--- src/rtl/cpu_pkg.sv ---
// ----------------------------------------------------------------------------
// cpu_pkg
// Shared types and constants for the instruction/data memory arbiter.
//   arb_state_t     : arbiter FSM states (IDLE, BUSY, RESP)
//   arb_side_t      : requester identity (SIDE_I = fetch, SIDE_D = data)
//   mem_cmd_t       : payload registered onto the shared memory port
//   MEM_LAT_DEFAULT : default memory access latency in cycles
// Optional feature macro used by the arbiter: MEM_ARBITER_ROUND_ROBIN_EN
// ----------------------------------------------------------------------------
package cpu_pkg;

   localparam int unsigned MEM_LAT_DEFAULT = 1;
   localparam int unsigned WORD_W          = 32;
   localparam int unsigned CNT_W           = 4;

   typedef enum logic [1:0] {
      IDLE = 2'd0,
      BUSY = 2'd1,
      RESP = 2'd2
   } arb_state_t;

   typedef enum logic {
      SIDE_I = 1'b0,
      SIDE_D = 1'b1
   } arb_side_t;

   // One access as presented to the shared single-port memory
   typedef struct packed {
      logic              we;
      logic [WORD_W-1:0] addr;
      logic [WORD_W-1:0] wdata;
   } mem_cmd_t;

   // The requester that is not s
   function automatic arb_side_t other_side(input arb_side_t s);
      return (s == SIDE_I) ? SIDE_D : SIDE_I;
   endfunction

endpackage

--- src/rtl/mem_wait_cnt.sv ---
// ----------------------------------------------------------------------------
// mem_wait_cnt
// 4-bit down counter that times the BUSY phase of a memory access.
// Ports:
//   clk        : clock
//   reset      : asynchronous active-high reset
//   load_i     : load load_val_i (takes priority over decrement)
//   load_val_i : value to load (MEM_LAT-1)
//   dec_i      : decrement by one while non-zero
//   zero_o     : registered flag, high while the count is zero
// ----------------------------------------------------------------------------
module mem_wait_cnt
   import cpu_pkg::*;
(
   input  logic             clk,
   input  logic             reset,
   input  logic             load_i,
   input  logic [CNT_W-1:0] load_val_i,
   input  logic             dec_i,
   output logic             zero_o
);

   logic [CNT_W-1:0] cnt_q;
   logic             zero_q;

   // Count and zero flag update together so zero_o needs no decode after the flop
   always_ff @(posedge clk or posedge reset) begin
      if (reset) begin
         cnt_q  <= '0;
         zero_q <= 1'b1;
      end else if (load_i) begin
         cnt_q  <= load_val_i;
         zero_q <= (load_val_i == '0);
      end else if (dec_i && (cnt_q != '0)) begin
         cnt_q  <= cnt_q - CNT_W'(1);
         zero_q <= (cnt_q == CNT_W'(1));
      end
   end

   assign zero_o = zero_q;

endmodule

--- src/rtl/mem_arbiter.sv ---
// ----------------------------------------------------------------------------
// mem_arbiter
// Shares one single-port memory between an instruction-fetch requester and a
// data load/store requester. Each access runs IDLE -> BUSY (MEM_LAT cycles,
// m_en high) -> RESP (one-cycle ready pulse to the granted side) -> IDLE.
// Parameter:
//   MEM_LAT  : fixed memory latency in cycles, legal range 1..15
// Ports:
//   clk, reset                      : clock, asynchronous active-high reset
//   i_req, i_addr                   : fetch request and address
//   i_rdata, i_ready                : fetched word, fetch completion pulse
//   d_req, d_we, d_addr, d_wdata    : data request, store flag, address, data
//   d_rdata, d_ready                : load data, data completion pulse
//   m_en, m_we, m_addr, m_wdata     : shared memory command (registered)
//   m_rdata                         : memory read data, valid in last BUSY cycle
// Configuration macro:
//   MEM_ARBITER_ROUND_ROBIN_EN : defined  -> ties alternate between sides
//                                undefined -> ties go to the data side
// ----------------------------------------------------------------------------
module mem_arbiter
   import cpu_pkg::*;
#(
   parameter int unsigned MEM_LAT = MEM_LAT_DEFAULT
)(
   input  logic        clk,
   input  logic        reset,
   input  logic        i_req,
   input  logic [31:0] i_addr,
   output logic [31:0] i_rdata,
   output logic        i_ready,
   input  logic        d_req,
   input  logic        d_we,
   input  logic [31:0] d_addr,
   input  logic [31:0] d_wdata,
   output logic [31:0] d_rdata,
   output logic        d_ready,
   output logic        m_en,
   output logic        m_we,
   output logic [31:0] m_addr,
   output logic [31:0] m_wdata,
   input  logic [31:0] m_rdata
);

   localparam logic [CNT_W-1:0] LAT_LOAD = CNT_W'(MEM_LAT - 1);

   arb_state_t  state_q;
   arb_side_t   side_q;
   logic        m_en_q;
   logic        m_we_q;
   logic [31:0] m_addr_q;
   logic [31:0] m_wdata_q;
   logic [31:0] i_rdata_q;
   logic [31:0] d_rdata_q;
   logic        i_ready_q;
   logic        d_ready_q;

   logic        any_req;
   logic        grant_c;
   arb_side_t   tie_side;
   arb_side_t   grant_side;
   mem_cmd_t    grant_cmd;
   logic        cnt_dec;
   logic        cnt_zero;

   assign any_req = i_req | d_req;
   assign grant_c = (state_q == IDLE) && any_req;
   assign cnt_dec = (state_q == BUSY);

`ifdef MEM_ARBITER_ROUND_ROBIN_EN
   arb_side_t last_grant_q;
   logic      rr_seen_q;

   // Fetch takes the first tie after reset; afterwards the side not served last
   assign tie_side = rr_seen_q ? other_side(last_grant_q) : SIDE_I;

   always_ff @(posedge clk or posedge reset) begin
      if (reset) begin
         last_grant_q <= SIDE_I;
         rr_seen_q    <= 1'b0;
      end else if (grant_c) begin
         last_grant_q <= grant_side;
         rr_seen_q    <= 1'b1;
      end
   end
`else
   assign tie_side = SIDE_D;
`endif

   // Winner of the current IDLE cycle
   always_comb begin
      grant_side = SIDE_I;
      if (i_req && d_req) begin
         grant_side = tie_side;
      end else if (d_req) begin
         grant_side = SIDE_D;
      end
   end

   // Memory command of the winner; fetches never write
   always_comb begin
      grant_cmd = '0;
      if (grant_side == SIDE_D) begin
         grant_cmd.we    = d_we;
         grant_cmd.addr  = d_addr;
         grant_cmd.wdata = d_wdata;
      end else begin
         grant_cmd.we    = 1'b0;
         grant_cmd.addr  = i_addr;
         grant_cmd.wdata = '0;
      end
   end

   mem_wait_cnt u_wait_cnt (
      .clk        (clk),
      .reset      (reset),
      .load_i     (grant_c),
      .load_val_i (LAT_LOAD),
      .dec_i      (cnt_dec),
      .zero_o     (cnt_zero)
   );

   // Arbiter FSM with registered memory command, read data and ready pulses
   always_ff @(posedge clk or posedge reset) begin
      if (reset) begin
         state_q   <= IDLE;
         side_q    <= SIDE_I;
         m_en_q    <= 1'b0;
         m_we_q    <= 1'b0;
         m_addr_q  <= '0;
         m_wdata_q <= '0;
         i_rdata_q <= '0;
         d_rdata_q <= '0;
         i_ready_q <= 1'b0;
         d_ready_q <= 1'b0;
      end else begin
         i_ready_q <= 1'b0;
         d_ready_q <= 1'b0;
         case (state_q)
            IDLE: begin
               if (any_req) begin
                  state_q   <= BUSY;
                  side_q    <= grant_side;
                  m_en_q    <= 1'b1;
                  m_we_q    <= grant_cmd.we;
                  m_addr_q  <= grant_cmd.addr;
                  m_wdata_q <= grant_cmd.wdata;
               end
            end
            BUSY: begin
               // m_rdata is valid in this final BUSY cycle
               if (cnt_zero) begin
                  state_q <= RESP;
                  m_en_q  <= 1'b0;
                  m_we_q  <= 1'b0;
                  if (side_q == SIDE_I) begin
                     i_rdata_q <= m_rdata;
                     i_ready_q <= 1'b1;
                  end else begin
                     d_ready_q <= 1'b1;
                     if (!m_we_q) begin
                        d_rdata_q <= m_rdata;
                     end
                  end
               end
            end
            RESP: begin
               state_q <= IDLE;
            end
            default: begin
               state_q <= IDLE;
            end
         endcase
      end
   end

   assign i_rdata = i_rdata_q;
   assign i_ready = i_ready_q;
   assign d_rdata = d_rdata_q;
   assign d_ready = d_ready_q;
   assign m_en    = m_en_q;
   assign m_we    = m_we_q;
   assign m_addr  = m_addr_q;
   assign m_wdata = m_wdata_q;

endmodule

--- config.mk ---
export PLATFORM = sky130hd
export DESIGN_NAME = mem_arbiter
export DESIGN_NICKNAME = d
export VERILOG_FILES = /design/src/rtl/cpu_pkg.sv /design/src/rtl/mem_wait_cnt.sv /design/src/rtl/mem_arbiter.sv
export SDC_FILE = /design/constraint.sdc
export NUM_CORES = 1
export LEC_CHECK = 0
export CORE_MARGIN = 2
export CORE_UTILIZATION = 40
export DETAILED_ROUTE_END_ITERATION = 8
export PLACE_DENSITY_LB_ADDON = 0.3
export SLEW_MARGIN = 20
export SYNTH_ARGS = -nofsm -noshare
export SYNTH_HDL_FRONTEND = slang
export SYNTH_HIERARCHICAL = 1
export SYNTH_SLANG_ARGS = --single-unit
--- constraint.sdc ---
create_clock -name clk -period 7 [get_ports clk]
set_input_delay 2.1 -clock clk [delete_from_list [all_inputs] [get_ports clk]]
set_output_delay 2.1 -clock clk [all_outputs]
set_load 0.01 [all_outputs]
# --- After elaboration in Yosys (flattened, before gate mapping) ---
# Index checks and enable logic that the tools add are counted.
# W data, S select, Z words.
totals:
  ramBits: 0
  memories: 0
  reg_bits: 140
  rom_bits: 0
  elab_cells: 53
  latchBits: 0
classes:
  mux: 21
  reduce_logical: 12
  div_mod_pow: 0
  multipliers: 0
  bitwise: 3
  n_shift: 0
  order_cmp: 0
  n_eq_ne: 4
  add_sub_neg: 1
op_table:
  columns: ["op", "n"]
  rows:
  - ["$mux W65", 1]
  - ["$mux W1", 13]
  - ["$mux W4", 2]
  - ["$reduce_and A3 Y1", 2]
  - ["$eq A4 B1 Y1 const B", 1]
  - ["$mux W2", 2]
  - ["$ne A2 B2 Y1 const B", 2]
  - ["$pmux W1 S2", 2]
  - ["$pmux W2 S2", 1]
  - ["$reduce_and A2 Y1", 2]
  - ["$reduce_and A4 Y1", 1]
  - ["$reduce_bool A2 Y1", 2]
  - ["$reduce_bool A4 Y1", 1]
  - ["$sub A4 B1 Y4 const B", 1]
  - ["$logic_and A1 B1 Y1", 3]
  - ["$eq A2 B1 Y1 const B", 1]
  - ["$logic_not A2 Y1", 1]
  - ["$not A1 Y1", 2]
  - ["$or A1 B1 Y1", 1]

# --- Depth between registers and ports, before layout ---
# Gate-level depths: netlist (run 1).
logic_depth:
  depth_word: 5
  mapped_depth: 7

# --- Cells and area by module ---
# The synthesis (run 1) kept the hierarchy.
by_module_without_submodules:
  columns: ["mod", "instances", "seq_area_each_um2", "cells_each", "area_each_um2"]
  rows:
  - ["mem_arbiter", 1, 3378.2, 335, 5489.0]
  - ["mem_wait_cnt", 1, 126.4, 37, 347.8]

# --- Least setup slack after synthesis (run 1) ---
# OpenSTA, ideal clock, no wires.
synth_timing:
  path_type: "input port to flip-flop"
  from: "input d_req"
  to: "register u_wait_cnt.cnt_q[3]"
  t_required_ps: 6934
  path_stages: 7
  path_buffers: 3
  setup_time_ps: 66
  arrival_time_ps: 3195
  setup_slack_ps: 3739
  path_cell_list: "buf_2 -> o21ai_4 -> inv_4 -> buf_6 -> buf_4 -> nor3b_1 -> a221o_1"
synth_via:
  elab_chain_len: 3
synth_lines:
  columns: ["item", "line_no", "rtl"]
  rows:
  - ["start, declared", "mem_arbiter.sv:31", "input logic d_req,"]
  - ["$or A1 B1 Y1 (*)", "mem_arbiter.sv:65", "assign any_req = i_req | d_req;"]
  - ["$logic_and A1 B1 Y1 (*)", "mem_arbiter.sv:66", "assign grant_c = (state_q == IDLE) && any_req;"]
  - ["net grant_c", "mem_arbiter.sv:58", "logic grant_c;"]
  - ["$mux W4 or $reduce_bool A2 Y1 (tied branches)", null, null]
  - ["end signal, assigned", "mem_wait_cnt.sv:32", "cnt_q <= load_val_i;"]
  - ["end signal, assigned", "mem_wait_cnt.sv:35", "cnt_q <= cnt_q - CNT_W'(1);"]
  - ["end, declared", "mem_wait_cnt.sv:23", "logic [CNT_W-1:0] cnt_q;"]
# The timed path passes the listed nets; every way through them passes the cells marked *.
# A chain may end at the register's enable or synchronous reset.

# --- Worst setup path in the final report (run 1) ---
layout_timing:
  from: "input d_req"
  to: "register u_wait_cnt.cnt_q[0]"
layout_via:
  elab_chain_len: 3
layout_lines:
  columns: ["item", "line_no"]
  rows:
  - ["$or A1 B1 Y1 (*)", "mem_arbiter.sv:65"]
  - ["$logic_and A1 B1 Y1 (*)", "mem_arbiter.sv:66"]
  - ["$mux W4 or $reduce_bool A2 Y1 (tied branches)", null]
# Every way passes the cells marked *; elsewhere a longest branch is shown, timed or not.

==> results of run 1 <==
[worst min path at each step]
stage,end,cells after the start,start
floorplan,m_en,2,m_en
global placement,m_en,2,m_en
detailed placement,d_rdata[25],1,d_rdata[25]
CTS,d_rdata[25],1,d_rdata[25]
global route,m_en,2,m_en
finish,m_en,2,m_en
[cell type report]
class | count | area [um^2]
Timing Repair Buffer | 268 | 2670
Sequential cell | 140 | 3500
Multi-Input combinational cell | 207 | 2170
Clock buffer | 18 | 439
Fill cell | 1062 | 5120
Clock inverter | 14 | 191
Inverter | 9 | 41.3
Tap cell | 184 | 230
[state kept, by name (all words and copies together), names as in the netlist]
| register | count |
|---|---|
| d_rdata | 32 |
| d_ready | 1 |
| i_rdata | 32 |
| i_ready | 1 |
| m_addr | 32 |
| m_en | 1 |
| m_wdata | 32 |
| m_we | 1 |
| side_q | 1 |
| state_q | 2 |
| u_wait_cnt/cnt_q | 4 |
| u_wait_cnt/zero_o | 1 |
[metal layers]
metal	track usage [%]	part of all wire (%)	vias to the layer above
li1	-	-	1881
met1	22.9	40	2018
met2	31.9	48	209
met3	7.47	9.7	25
met4	7.93	2.4	0
met5	0	0	-
[worst max-delay path, stage by stage]
cell             delay [ns]
clkdlybuf4s50_1        0.39
buf_4                  0.27
o21ai_4                0.83
inv_4                  0.49
nor3b_1                0.31
mux2i_1                0.10
o311ai_1               0.08
[stage by stage]
stage | hold slack (ns) | power, W | worst slack [ns]
floorplan | 0.510 | 0.00240 | 1.29
global placement | 0.465 | 0.00336 | 2.35
detailed placement | 0.481 | 0.00342 | 2.25
CTS | 0.495 | 0.00439 | 2.70
global route | 0.509 | 0.00459 | 2.51
finish | 0.484 | 0.00435 | 2.74
[Yosys cell counts, types with 2 or more instances]
library cell / instances / share of area (%)
dfrtp_1: 139 / 60
mux2_2: 95 / 18
a22o_1: 32 / 4.8
mux2_4: 29 / 7.5
buf_2: 10 / 0.86
inv_1: 8 / 0.51
buf_6: 6 / 1.2
nand2_1: 5 / 0.32
a21oi_1: 4 / 0.34
buf_4: 4 / 0.51
mux2_1: 4 / 0.77
nor2_1: 3 / 0.19
clkbuf_1: 2 / 0.13
ha_1: 2 / 0.43
nor3_1: 2 / 0.17
nor3b_1: 2 / 0.26
[layout by cell type, fill, tap and decap left out, types with 2 or more instances in the layout]
master	synthesis	routed
clkdlybuf4s50_1	0	264
dfrtp_1	139	139
mux2_2	95	95
a22o_1	32	32
mux2_4	29	29
clkbuf_16	0	17
inv_1	8	7
conb_1	1	7
nand2_1	5	5
a21oi_1	4	4
mux2_1	4	4
clkinv_2	0	4
bufinv_16	0	4
buf_4	4	4
nor2_1	3	3
inv_6	0	3
clkinv_4	0	3
nor3b_1	2	2
nor3_1	2	2
ha_1	2	2
[power breakdown]
part,internal (W),switching [W],leakage [nW]
clock network,0.000606,0.000341,0.310
logic,0.00120,0.000725,1.94
registers,0.00123,0.000247,1.69
total,0.00303,0.00131,3.94
[cell families after synthesis]
| logic type | after synthesis |
|---|---|
| simple gates | 23 |
| other cells | 1 |
| mux | 129 |
| fa+ha+maj | 2 |
| compound gates | 46 |
| buf+inv | 31 |
| flops | 140 |
==> results.md, run 1 <==
- Finished Layout Cells: between 800 and 900
- Final Max Slew Viols: 0
- Post-CTS Hold Fix Bufs: 0
- Via Count: between 4000 and 5000
- Synth Cell Area: 5840 um^2
- Starting density of the core: between 40 and 50%
- Synth Instances: roughly 370
- Worst-Margin Slew: ~1 ns
- Yosys warnings: 6
- Main combinational cell family by area after synthesis: multiplexers
- Die area: about 16000 um^2
- Die height: 125 um
- Fin crit share: between 60% and 70%
- VDD IR-drop max: 0.183 mV
- Remaining global-route overflow: 0
- Largest net degree at the start of global routing: 90
- Placer Congestion: approximately 0.78
- Total core area: 14400 um^2
- Number of enable flip-flop cells after synthesis: 0
- Post-synth ARST share: 100%
- Worst skew pair latency: roughly 0.42 ns
- Pwr Density: roughly 470 nW/um^2
- Area share of fa/ha/maj cells after synthesis: less than 1%
- Post_cts resized: 0
- Leakage power: 3.94 nW
- RR Startpoint: state_q[0]
- Placed Cells: a little over 800
- Nets@finish: between 700 and 800
- Critical path fanouts, max: 45
- Result of the run: complete, no violations
- Antenna violations before repair: 0
- Final hold viol count: 0
- Hold Crit Class: reg2reg
- Predominant post-synthesis flop cell: dfrtp_1
- Clock Tree Buf Depth: 2
- Area grow syn2layout: 58.4%
- I/O pin cnt: between 200 and 300
- Post-route design area: about 9200 um^2
- Skew final: ~0.0091 ns
- Vias in the first global route: about 4400
- Critical Path RT: ~7.3 ns
- Kind of critical path: in2reg
- Total Routing Usage GR: between 15 and 20%
- Crit path DAT: about 4.6 ns
- # diodes: 0
- Compound-gate portion of the synthesized area: about 6.6%
- CP Capture Point: u_wait_cnt/cnt_q[0]
- Routed vias/inst: between 4 and 5
- R2r endpoint: u_wait_cnt/cnt_q[3]
- WL final: 14800 um
- Setup crit end kind: flop
- Port Buffers: 264
- First-pass GRT wire length: approximately 23000 um
- Drt pass-1 iters: 4
- H-tree Lvls: 4
- Mean Syn Cell Area: about 16 um^2
- Setup tns final: 0 ns
- Layout cells sized above 1: between 20% and 30%
- Clock sinks: 140
- Die W: between 100 and 150 um
- CTS clk-pin slew, worst paths: ~0.060 ns
- Startpoint Class: input port
- Multiplexer share of the synthesized area: 26.7%
- Fin crit period: between 4 and 5 ns
- Post-Synth XOR/XNOR Area: 0%
- Flop-to-flop setup slack: 4.74 ns
- Slew margin rel.: between 30% and 40%
- Fmax: around 230 MHz
- TritonCTS clock tree: done
- Synthesized flop and latch total: 140
- R2R depth: 5
- DRT iter0 DRCs: 130
- Antenna Nets Post-Route: 0
- Post-synthesis cell type count: 41
- RSZ-0062 raised after global routing: no
- Drc violations: 0
- Post-DR wirelength/cell: 17.6 um
- Placed cell area: about 8600 um^2
- Post-Synth Simple-Gate Area: roughly 2.8%
- Final HPWL from detailed placement: about 11000 um
- Rows: between 40 and 50
- Critical Path Start: d_req
- Final Util: about 64%
- CTS buffer count: 17
- Clk root buf: clkbuf_16
- Post-CTS setup buffers: 0
- Setup violators final: 0
- Max Cap Viol: 0
- Post-synthesis sequential area ratio: between 60% and 70%
Power figures use the tool's default switching activity.
==> run 2, diff against run 1 <==
==> constraint.sdc (replaced) <==
create_clock -name clk -period 4.21 [get_ports clk]
set_input_delay 1.263 -clock clk [delete_from_list [all_inputs] [get_ports clk]]
set_output_delay 1.263 -clock clk [all_outputs]
set_load 0.01 [all_outputs]
==> run 2 against run 1 <==
Against the previous run:
- critical path depth fell by 2
- flip-flop and latch count did not move
- sequential power rose by 67%
- clock power rose by 76%
- die area did not move
- register-to-register slack got worse by 2.6 ns
- global-route usage rose by 0.65 points
- final cell count rose by 0.12%
- via count did not move
- non-clock buffer count rose by 1
- clock-buffer cell count rose by 5
- clock skew fell by 0.0021 ns
- critical path type unchanged
==> results.md, run 2 (synthesized netlist as in run 1, its figures left out) <==
- Routed vias/inst: 4.91 (-0.12%)
- First-pass GRT wire length: 24200 um (+3.3%)
- DRT iter0 DRCs: 198 (+52%)
- Fmax: 331 MHz
- Kind of critical path: in2reg
- Worst-path cell chain: clkdlybuf4s50_1, o21ai_4, inv_4, nor3_1, a221o_1
- Skew final: 0.00701 ns (-0.00212 ns)
- Final HPWL from detailed placement: 10800 um (-0.52%)
- Die height: 125 um (unchanged)
- Critical path fanouts, max: 45 (unchanged)
- Die W: 125 um (unchanged)
- Hold Crit Class: reg2reg
- Antenna violations before repair: 0 (unchanged)
- Hold-critical path depth: 1 (-1)
- CTS buffer count: 17 (unchanged)
- Post-DR wirelength/cell: 18.0 um (+2.0%)
- Area grow syn2layout: 59.4%
- Starting density of the core: 40.6% (unchanged)
- Critical Path RT: 4.51 ns (-2.80 ns)
- RSZ-0062 raised after global routing: no
- Most common cell after layout, fill and taps aside: clkdlybuf4s50_1
- Fin crit period: around 3 ns
- Layout cells sized above 1: 25.7% (-0.19 points)
- Via Count: 4133 (unchanged)
- Clock sinks: 140 (unchanged)
- Drt pass-1 iters: 5 (+1)
- CTS clk-pin slew, worst paths: 0.06 ns (about the same)
- Die area: 15600 um^2 (unchanged)
- Total Routing Usage GR: 20.0% (+0.65 points)
- Finished Layout Cells: 841 (+0.12%)
- CP delay by family, top: buffers and inverters
- Nets@finish: 779 (+0.13%)
- Antenna Nets Post-Route: 0 (unchanged)
- CP Depth: 5 (-2)
- Clock Tree Buf Depth: 2 (unchanged)
- # diodes: 0 (unchanged)
- Setup crit end kind: flop
- Rows: 44 (unchanged)
- Result of the run: complete, no violations
- Largest net degree at the start of global routing: 135 (+50%)
- Buffers & Inverters on Critical Path: 2 (-1)
- Setup violators final: 0 (unchanged)
- Commonest non-fill, non-tap cells in the layout: clkdlybuf4s50_1, dfrtp_1, mux2_2, a22o_1, mux2_4
- Setup tns final: 0 ns (unchanged)
- CP max stage cell: clkdlybuf4s50_1
- Worst-Margin Slew: 1.02 ns (+0.00661 ns)
- I/O pin cnt: 265 (unchanged)
- VDD IR-drop max: 0.331 mV (+80%)
- Slew margin rel.: 32.0% (-0.44 points)
- Placer Congestion: 0.801 (+2.2%)
- Post-CTS setup buffers: 0 (unchanged)
- Fin crit share: roughly 72%
- Clk root buf: clkbuf_16
- Startpoint Class: input port
- Port Buffers: 264 (unchanged)
- WL final: 15100 um (+2.2%)
- Pwr Density: 789 nW/um^2 (+68%)
- Post_cts resized: 0 (unchanged)
- Final Max Slew Viols: 0 (unchanged)
- Worst skew pair latency: 0.42 ns (about the same)
- H-tree Lvls: 4 (unchanged)
- Max Cap Viol: 0 (unchanged)
- R2R depth: 3 (-2)
- Final hold viol count: 0 (unchanged)
- Leakage power: 3.95 nW (+0.27%)
- Post-CTS Hold Fix Bufs: 0 (unchanged)
- Total core area: 14400 um^2 (unchanged)
- Remaining global-route overflow: 0 (unchanged)
- Vias in the first global route: 4556 (+3.0%)
- Placed Cells: 809 (+0.12%)
- Drc violations: 0 (unchanged)
- Largest stage delay, worst path: 0.90 ns (+0.07 ns)
- Crit path DAT: 3.31 ns (-1.26 ns)
- TritonCTS clock tree: done
## run 2: changes by cell type in the layout (fill, tap and decap cells not counted), sizes merged
| cell | delta |
|---|---|
| clkbuf | +5 |
| clkinvlp | +3 |
| bufinv | +1 |
| inv | -2 |
| clkinv | -7 |
| buf | +1 |
## run 2: worst reg2reg max path, stage by stage, from the launching register on
cell	delay [ns]
dfstp_2	0.57
nand3b_4	0.14
nor2_4	0.79
mux2_2	0.46
## run 2: final cells by class
class | instances | area, um^2
clock buffer | 23 | 488
clock inverter | 9 | 181
fill | 1066 | 5060
inverter | 9 | 40.0
multi-input combinational | 207 | 2170
sequential | 140 | 3500
tap | 184 | 230
timing repair buffer | 269 | 2690
## run 2: path summary, 6_finish.rpt
check                                  start                   to  slack, ns
setup / recovery                       d_req  u_wait_cnt/cnt_q[3]       1.19
hold / removal                   d_rdata[19]          d_rdata[19]       0.48
setup reg to reg           u_wait_cnt/zero_o          i_rdata[23]       2.13
hold reg to reg                  d_rdata[19]          d_rdata[19]       0.48
max in group asynchronous              reset          i_rdata[28]       2.22
min in group asynchronous              reset              d_ready       1.11
## run 2: where the power goes
group | switching (W) | leakage (nW) | internal [W] | total, W
clock network | 0.000552 | 0.316 | 0.00112 | 0.00167
logic | 0.00122 | 1.95 | 0.00200 | 0.00322
registers | 0.000409 | 1.69 | 0.00204 | 0.00245
## run 2: per-layer routing
metal  up-vias  wire length (um)  GRT usage, %
met3        28              1540          8.68
met5         -                 0             0
li1       1884                 -             -
met1      2004              5910          22.7
met4         0               355          8.13
met2       217              7300          33.3
## run 2: per-stage QoR
step | hold slack, ns | worst slack [ns] | area (um^2) | util [%] | power (W)
3_3_place_gp | 0.464 | 0.796 | 8640 | 60.1 | 0.00560
4_1_cts | 0.490 | 1.20 | 9310 | 64.8 | 0.00743
5_1_grt | 0.496 | 1.10 | 9310 | 64.8 | 0.00773
6_report | 0.484 | 1.19 | 9310 | 64.8 | 0.00734
3_5_place_dp | 0.476 | 0.752 | 8640 | 60.1 | 0.00571
2_1_floorplan | 0.510 | 1.27 | 5860 | - | 0.00399
==> run 3, diff against run 2 <==
==> constraint.sdc (replaced) <==
create_clock -name clk -period 3 [get_ports clk]
set_input_delay 0.9 -clock clk [delete_from_list [all_inputs] [get_ports clk]]
set_output_delay 0.9 -clock clk [all_outputs]
set_load 0.01 [all_outputs]
==> run 3 against run 2 <==
Against the previous run:
- global-route usage about the same
- clock-buffer cell count up 1
- highest routed layer unchanged
- total power rose by 40%
- wire length grew 1.7%
- register-to-register slack worse by 0.96 ns
- utilization rose by 0.19 points
- sequential power rose by 41%
- flip-flop and latch count is the same
- largest power group unchanged
==> results.md, run 3 (synthesized netlist as in run 1, its figures left out) <==
- Max Cap Viol: 0 (unchanged)
- Internal power: 0.00718 W (+39%)
- Clock sinks: 140 (unchanged)
- Startpoint Class: flop
- Drt pass-1 iters: 4 (-1)
- Total core area: 14400 um^2 (unchanged)
- Fin crit share: between 70 and 80%
- Vias in the first global route: 4542 (-0.31%)
- Kind of critical path: reg2out
- Setup crit end kind: primary output
- Total Routing Usage GR: 20.1% (about the same)
- Pwr Density: 1100 nW/um^2 (+39%)
- R2R depth: 4 (+1)
- RSZ-0062 raised after global routing: no
- Critical Path Start: m_we
- CP delay by family, top: buffers and inverters
- VDD IR-drop max: 0.622 mV (+88%)
- Clock power frac: 21.7% (-1.0 points)
- TritonCTS clock tree: done
- Skew final: 0.00737 ns (+0.000355 ns)
- Placer Congestion: 0.782 (-2.5%)
- Final HPWL from detailed placement: 11200 um (+4.4%)
- CP max stage cell: clkdlybuf4s50_1
- Port Buffers: 264 (unchanged)
- Switching share of power: 29.9% (+0.15 points)
- H-tree Lvls: 4 (unchanged)
- Finished Layout Cells: 846 (+0.59%)
- Post-DR wirelength/cell: 18.2 um (+1.1%)
- Flop-to-flop setup slack: 1.17 ns (-0.96 ns)
- Leakage power: 3.99 nW (+0.82%)
- Setup tns final: 0 ns (unchanged)
- Post-CTS setup buffers: 0 (unchanged)
- Worst-path cell chain: clkdlybuf4s50_1
- Post_cts resized: 0 (unchanged)
- # diodes: 0 (unchanged)
- Post-CTS Hold Fix Bufs: 0 (unchanged)
- Worst skew pair latency: 0.41 ns (about the same)
- Final Max Slew Viols: 0 (unchanged)
- DRT iter0 DRCs: 206 (+4.0%)
- Setup violators final: 0 (unchanged)
- Fin Hold WS: 0.484 ns (+0.000284 ns)
- Area grow syn2layout: 59.9%
- Buffers & Inverters on Critical Path: 1 (-1)
- Final Util: 65.0% (+0.19 points)
- Largest stage delay, worst path: 0.60 ns (-0.30 ns)
- Clk root buf: clkbuf_16
- Die area: 15600 um^2 (unchanged)
- I/O pin cnt: 265 (unchanged)
- Via Count: 4185 (+1.3%)
- RR Startpoint: u_wait_cnt/zero_o
- Antenna violations before repair: 0 (unchanged)
- Critical Path RT: 2.10 ns (-2.41 ns)
- Commonest non-fill, non-tap cells in the layout: clkdlybuf4s50_1, dfrtp_1, mux2_2, a22o_1, mux2_4
- Die height: 125 um (unchanged)
- Layout cells sized above 1: 26.1% (+0.41 points)
- Nets@finish: 785 (+0.77%)
- Sequential share of power: 33.7% (+0.4 points)
- Fmax: 427 MHz
- Placed Cells: 815 (+0.74%)
- Result of the run: complete, no violations
- Critical path fanouts, max: 3 (-93%)
- Drc violations: 0 (unchanged)
- Most common cell after layout, fill and taps aside: clkdlybuf4s50_1
- Remaining global-route overflow: 0 (unchanged)
- Fillcell total: 1071 (+0.47%)
- Clock Tree Buf Depth: 2 (unchanged)
- First-pass GRT wire length: 24400 um (+0.83%)
- R2r endpoint: d_rdata[5]
- Antenna Nets Post-Route: 0 (unchanged)
- CTS buffer count: 17 (unchanged)
- Final hold viol count: 0 (unchanged)
- Rows: 44 (unchanged)
- Fin crit period: approximately 2.3 ns
- CP Capture Point: m_we
- Hold Crit Class: reg2reg
- Sw power: 0.00306 W (+40%)
- Routed vias/inst: 4.95 (+0.66%)
- Die W: 125 um (unchanged)
- WL final: 15400 um (+1.7%)
- Largest net degree at the start of global routing: 69 (-49%)
- Crit path DAT: 1.44 ns (-1.87 ns)
- CP Depth: 1 (-4)
- CTS clk-pin slew, worst paths: 0.05 ns (about the same)
- Logic pwr share: 44.6% (+0.7 points)
- Starting density of the core: 40.6% (unchanged)
- Design Power: 0.0102 W (+40%)
## run 3: cell types whose count changed in the layout (fill, tap and decap cells not counted), sizes merged
cell / before / now
buf: 5 / 11
bufinv: 5 / 4
clkbuf: 23 / 24
clkinv: 0 / 3
clkinvlp: 4 / 1
inv: 9 / 8
## run 3: worst min-delay path: cells and delay by family, from the launching register on
family	cells	cell delay, ns
AND/OR/NAND/NOR	2	0.10
flip-flops	1	0.34
## run 3: power groups by stage
stage / logic (W) / clock network (W) / registers [W]
2_1_floorplan: 0.00180 / 0 / 0.00380
5_1_grt: 0.00484 / 0.00236 / 0.00357
4_1_cts: 0.00463 / 0.00227 / 0.00345
3_5_place_dp: 0.00462 / 0 / 0.00345
3_3_place_gp: 0.00451 / 0 / 0.00341
6_report: 0.00457 / 0.00222 / 0.00345
## run 3: layout make-up
class | count | area, um^2 | area share, %
flip-flops and latches | 140 | 3500 | 37.6
repair buffers | 275 | 2760 | 29.6
multi-input cells | 207 | 2170 | 23.2
inverters | 9 | 40.0 | 0.429
well taps | 184 | 230 | 2.47
clock inverters | 7 | 135 | 1.45
clock buffers | 24 | 492 | 5.27
## run 3: worst min path at each step
stage | start | end | slack (ns) | cells after the start
floorplan | m_en | m_en | 0.51 | 2
global placement | m_en | m_en | 0.46 | 2
detailed placement | m_en | m_en | 0.48 | 2
CTS | m_en | m_en | 0.50 | 2
global route | i_rdata[27] | i_rdata[27] | 0.51 | 1
finish | m_en | m_en | 0.48 | 2
## run 3: metal layers
| layer | up-vias | wire [um] | share of wire [%] | GRT usage (%) |
|---|---|---|---|---|
| met4 | 0 | 353 | 2.3 | 7.93 |
| li1 | 1893 | - | - | - |
| met2 | 196 | 7340 | 48 | 32.7 |
| met1 | 2069 | 6460 | 42 | 24.8 |
| met3 | 27 | 1220 | 7.9 | 6.44 |
| met5 | - | 0 | 0 | 0 |
## run 3: through the flow
stage,cell area (um^2),setup WS (ns)
6_report,9330,0.658
5_1_grt,9330,0.597
4_1_cts,9330,0.643
3_5_place_dp,8710,0.460
3_3_place_gp,8710,0.512
2_1_floorplan,5860,0.421
==> patch: new RTL, config.mk and constraints of run 2 <==
The 3 states of `arb_state_t` get a one-hot encoding in 3 bits.
--- a/src/rtl/cpu_pkg.sv
+++ b/src/rtl/cpu_pkg.sv
@@ -13,10 +13,10 @@
    localparam int unsigned WORD_W          = 32;
    localparam int unsigned CNT_W           = 4;
 
-   typedef enum logic [1:0] {
-      IDLE = 2'd0,
-      BUSY = 2'd1,
-      RESP = 2'd2
+   typedef enum logic [2:0] {
+      IDLE = 3'b001,
+      BUSY = 3'b010,
+      RESP = 3'b100
    } arb_state_t;
 
    typedef enum logic {
Behaviour: same outputs for any inputs over 4 cycles, from zero or initial values and one cycle with reset high; so few cycles prove little.
==> patch against run 2 <==
Synthesized area is 3.1% higher; worst hold slack better by 0.0073 ns; utilization is 0.48 points lower; power is 5.3% lower; routed wire length is 4.9% higher; worst setup slack better by 0.22 ns; combinational power is 4% lower; final area is 0.78% higher; sequential cell count is 1 higher.
==> patch: results (changes against run 2) <==
[hold_path]
min_from = m_en
hold_depth = 2  ; +1
min_delay_worst_endpoint = m_en

[detailed_routing]
wl_met3_um = 1350  ; -13%
highest_layer = met4
drt-met1-wl_um = 6480  ; +9.6%
wl_per_cell_um = 18.8  ; +4.9%
wl_met2_um = 7600  ; +4.2%
drtPass1Iterations = 4  ; -1
vias = 4210  ; +1.9%

[placement]
place_area_mm2 = 0.00881  ; +2.0%
pre_cts_slack_ns = 0.965  ; +0.213 ns
dp_cells = 811  ; +0.25%

[timing]
worstMarginPinSlew_ns = 0.987  ; -0.0303 ns
worst_slack_ns = 1.42  ; +0.222 ns
fin_hold_ws_ns = 0.491  ; +0.00726 ns
fin_skew_ns = 0.00980  ; +0.00279 ns

[power]
power_leakage_nw = 4.15  ; +4.9%
vdd_drop_max_mv = 0.389  ; +18%
p_sw_mw = 2.07  ; -5.0%
clkPwrFrac_pct = 20.7  ; -2.0 points
comb_power_share_pct = 44.4  ; +0.5 points

[finish]
fin_util_pct = 64.3  ; -0.48 points
n_fill_cell = 1086  ; +1.9%
fin_nets = 781  ; +0.26%
drive_above_1_share_pct = 25.4  ; -0.30 points

[worst_setup_path]
cp.arrival_ns = 3.09  ; -0.22 ns
crit_fanout = 47  ; +4.4%
slowest_delay_ns = 0.45  ; -0.45 ns

[global_routing]
grt_util_met2_pct = 32.3  ; -1.1 points
grt_pass1_vias = 4560  ; +0.088%
grt_usage_pct = 20.1  ; about the same
grt_max_degree = 57  ; -58%
grt_pass1_wl_um = 24600  ; +1.8%
gr-usage-met3_pct = 7.59  ; -1.1 points

[synth]
synth_cell_types = 42  ; +2.4%
ys_seq_area_share_pct = 58.7  ; -1.4 points
ys_top_cells_by_area = dfrtp_1 (58%), mux2_4 (14%), mux2_2 (12%)
synthTopCellsByCount = dfrtp_1 (139), mux2_2 (65), mux2_4 (57), a22o_1 (32), buf_4 (8)
synthCells = 374  ; +0.54%

[run_status]
status = finished clean

==> patch: cell types whose count changed after synthesis, moves of 2 or more <==
cell | run 2 | this run
mux2_2 | 95 | 65
mux2_4 | 29 | 57
buf_2 | 10 | 6
buf_4 | 4 | 8
buf_6 | 6 | 4
buf_8 | 0 | 2
inv_1 | 8 | 6
mux2_1 | 4 | 6
==> patch: cell families after synthesis <==
| logic type | after synthesis | synth area share (%) |
|---|---|---|
| AOI/OAI and AO/OA | 46 | 6.40 |
| adders and majority gates | 2 | 0.416 |
| buffers and inverters | 30 | 3.45 |
| DFF | 141 | 58.7 |
| muxes | 129 | 27.7 |
| other | 1 | 0.0623 |
| and+or+nand+nor | 25 | 3.31 |
==> patch: area by class of cell <==
type / instances / area share (%)
repair buffers: 269 / 28.8
flip-flops and latches: 141 / 37.7
well taps: 184 / 2.45
clock buffers: 23 / 5.10
clock inverters: 7 / 0.947
multi-input cells: 209 / 24.6
inverters: 8 / 0.414
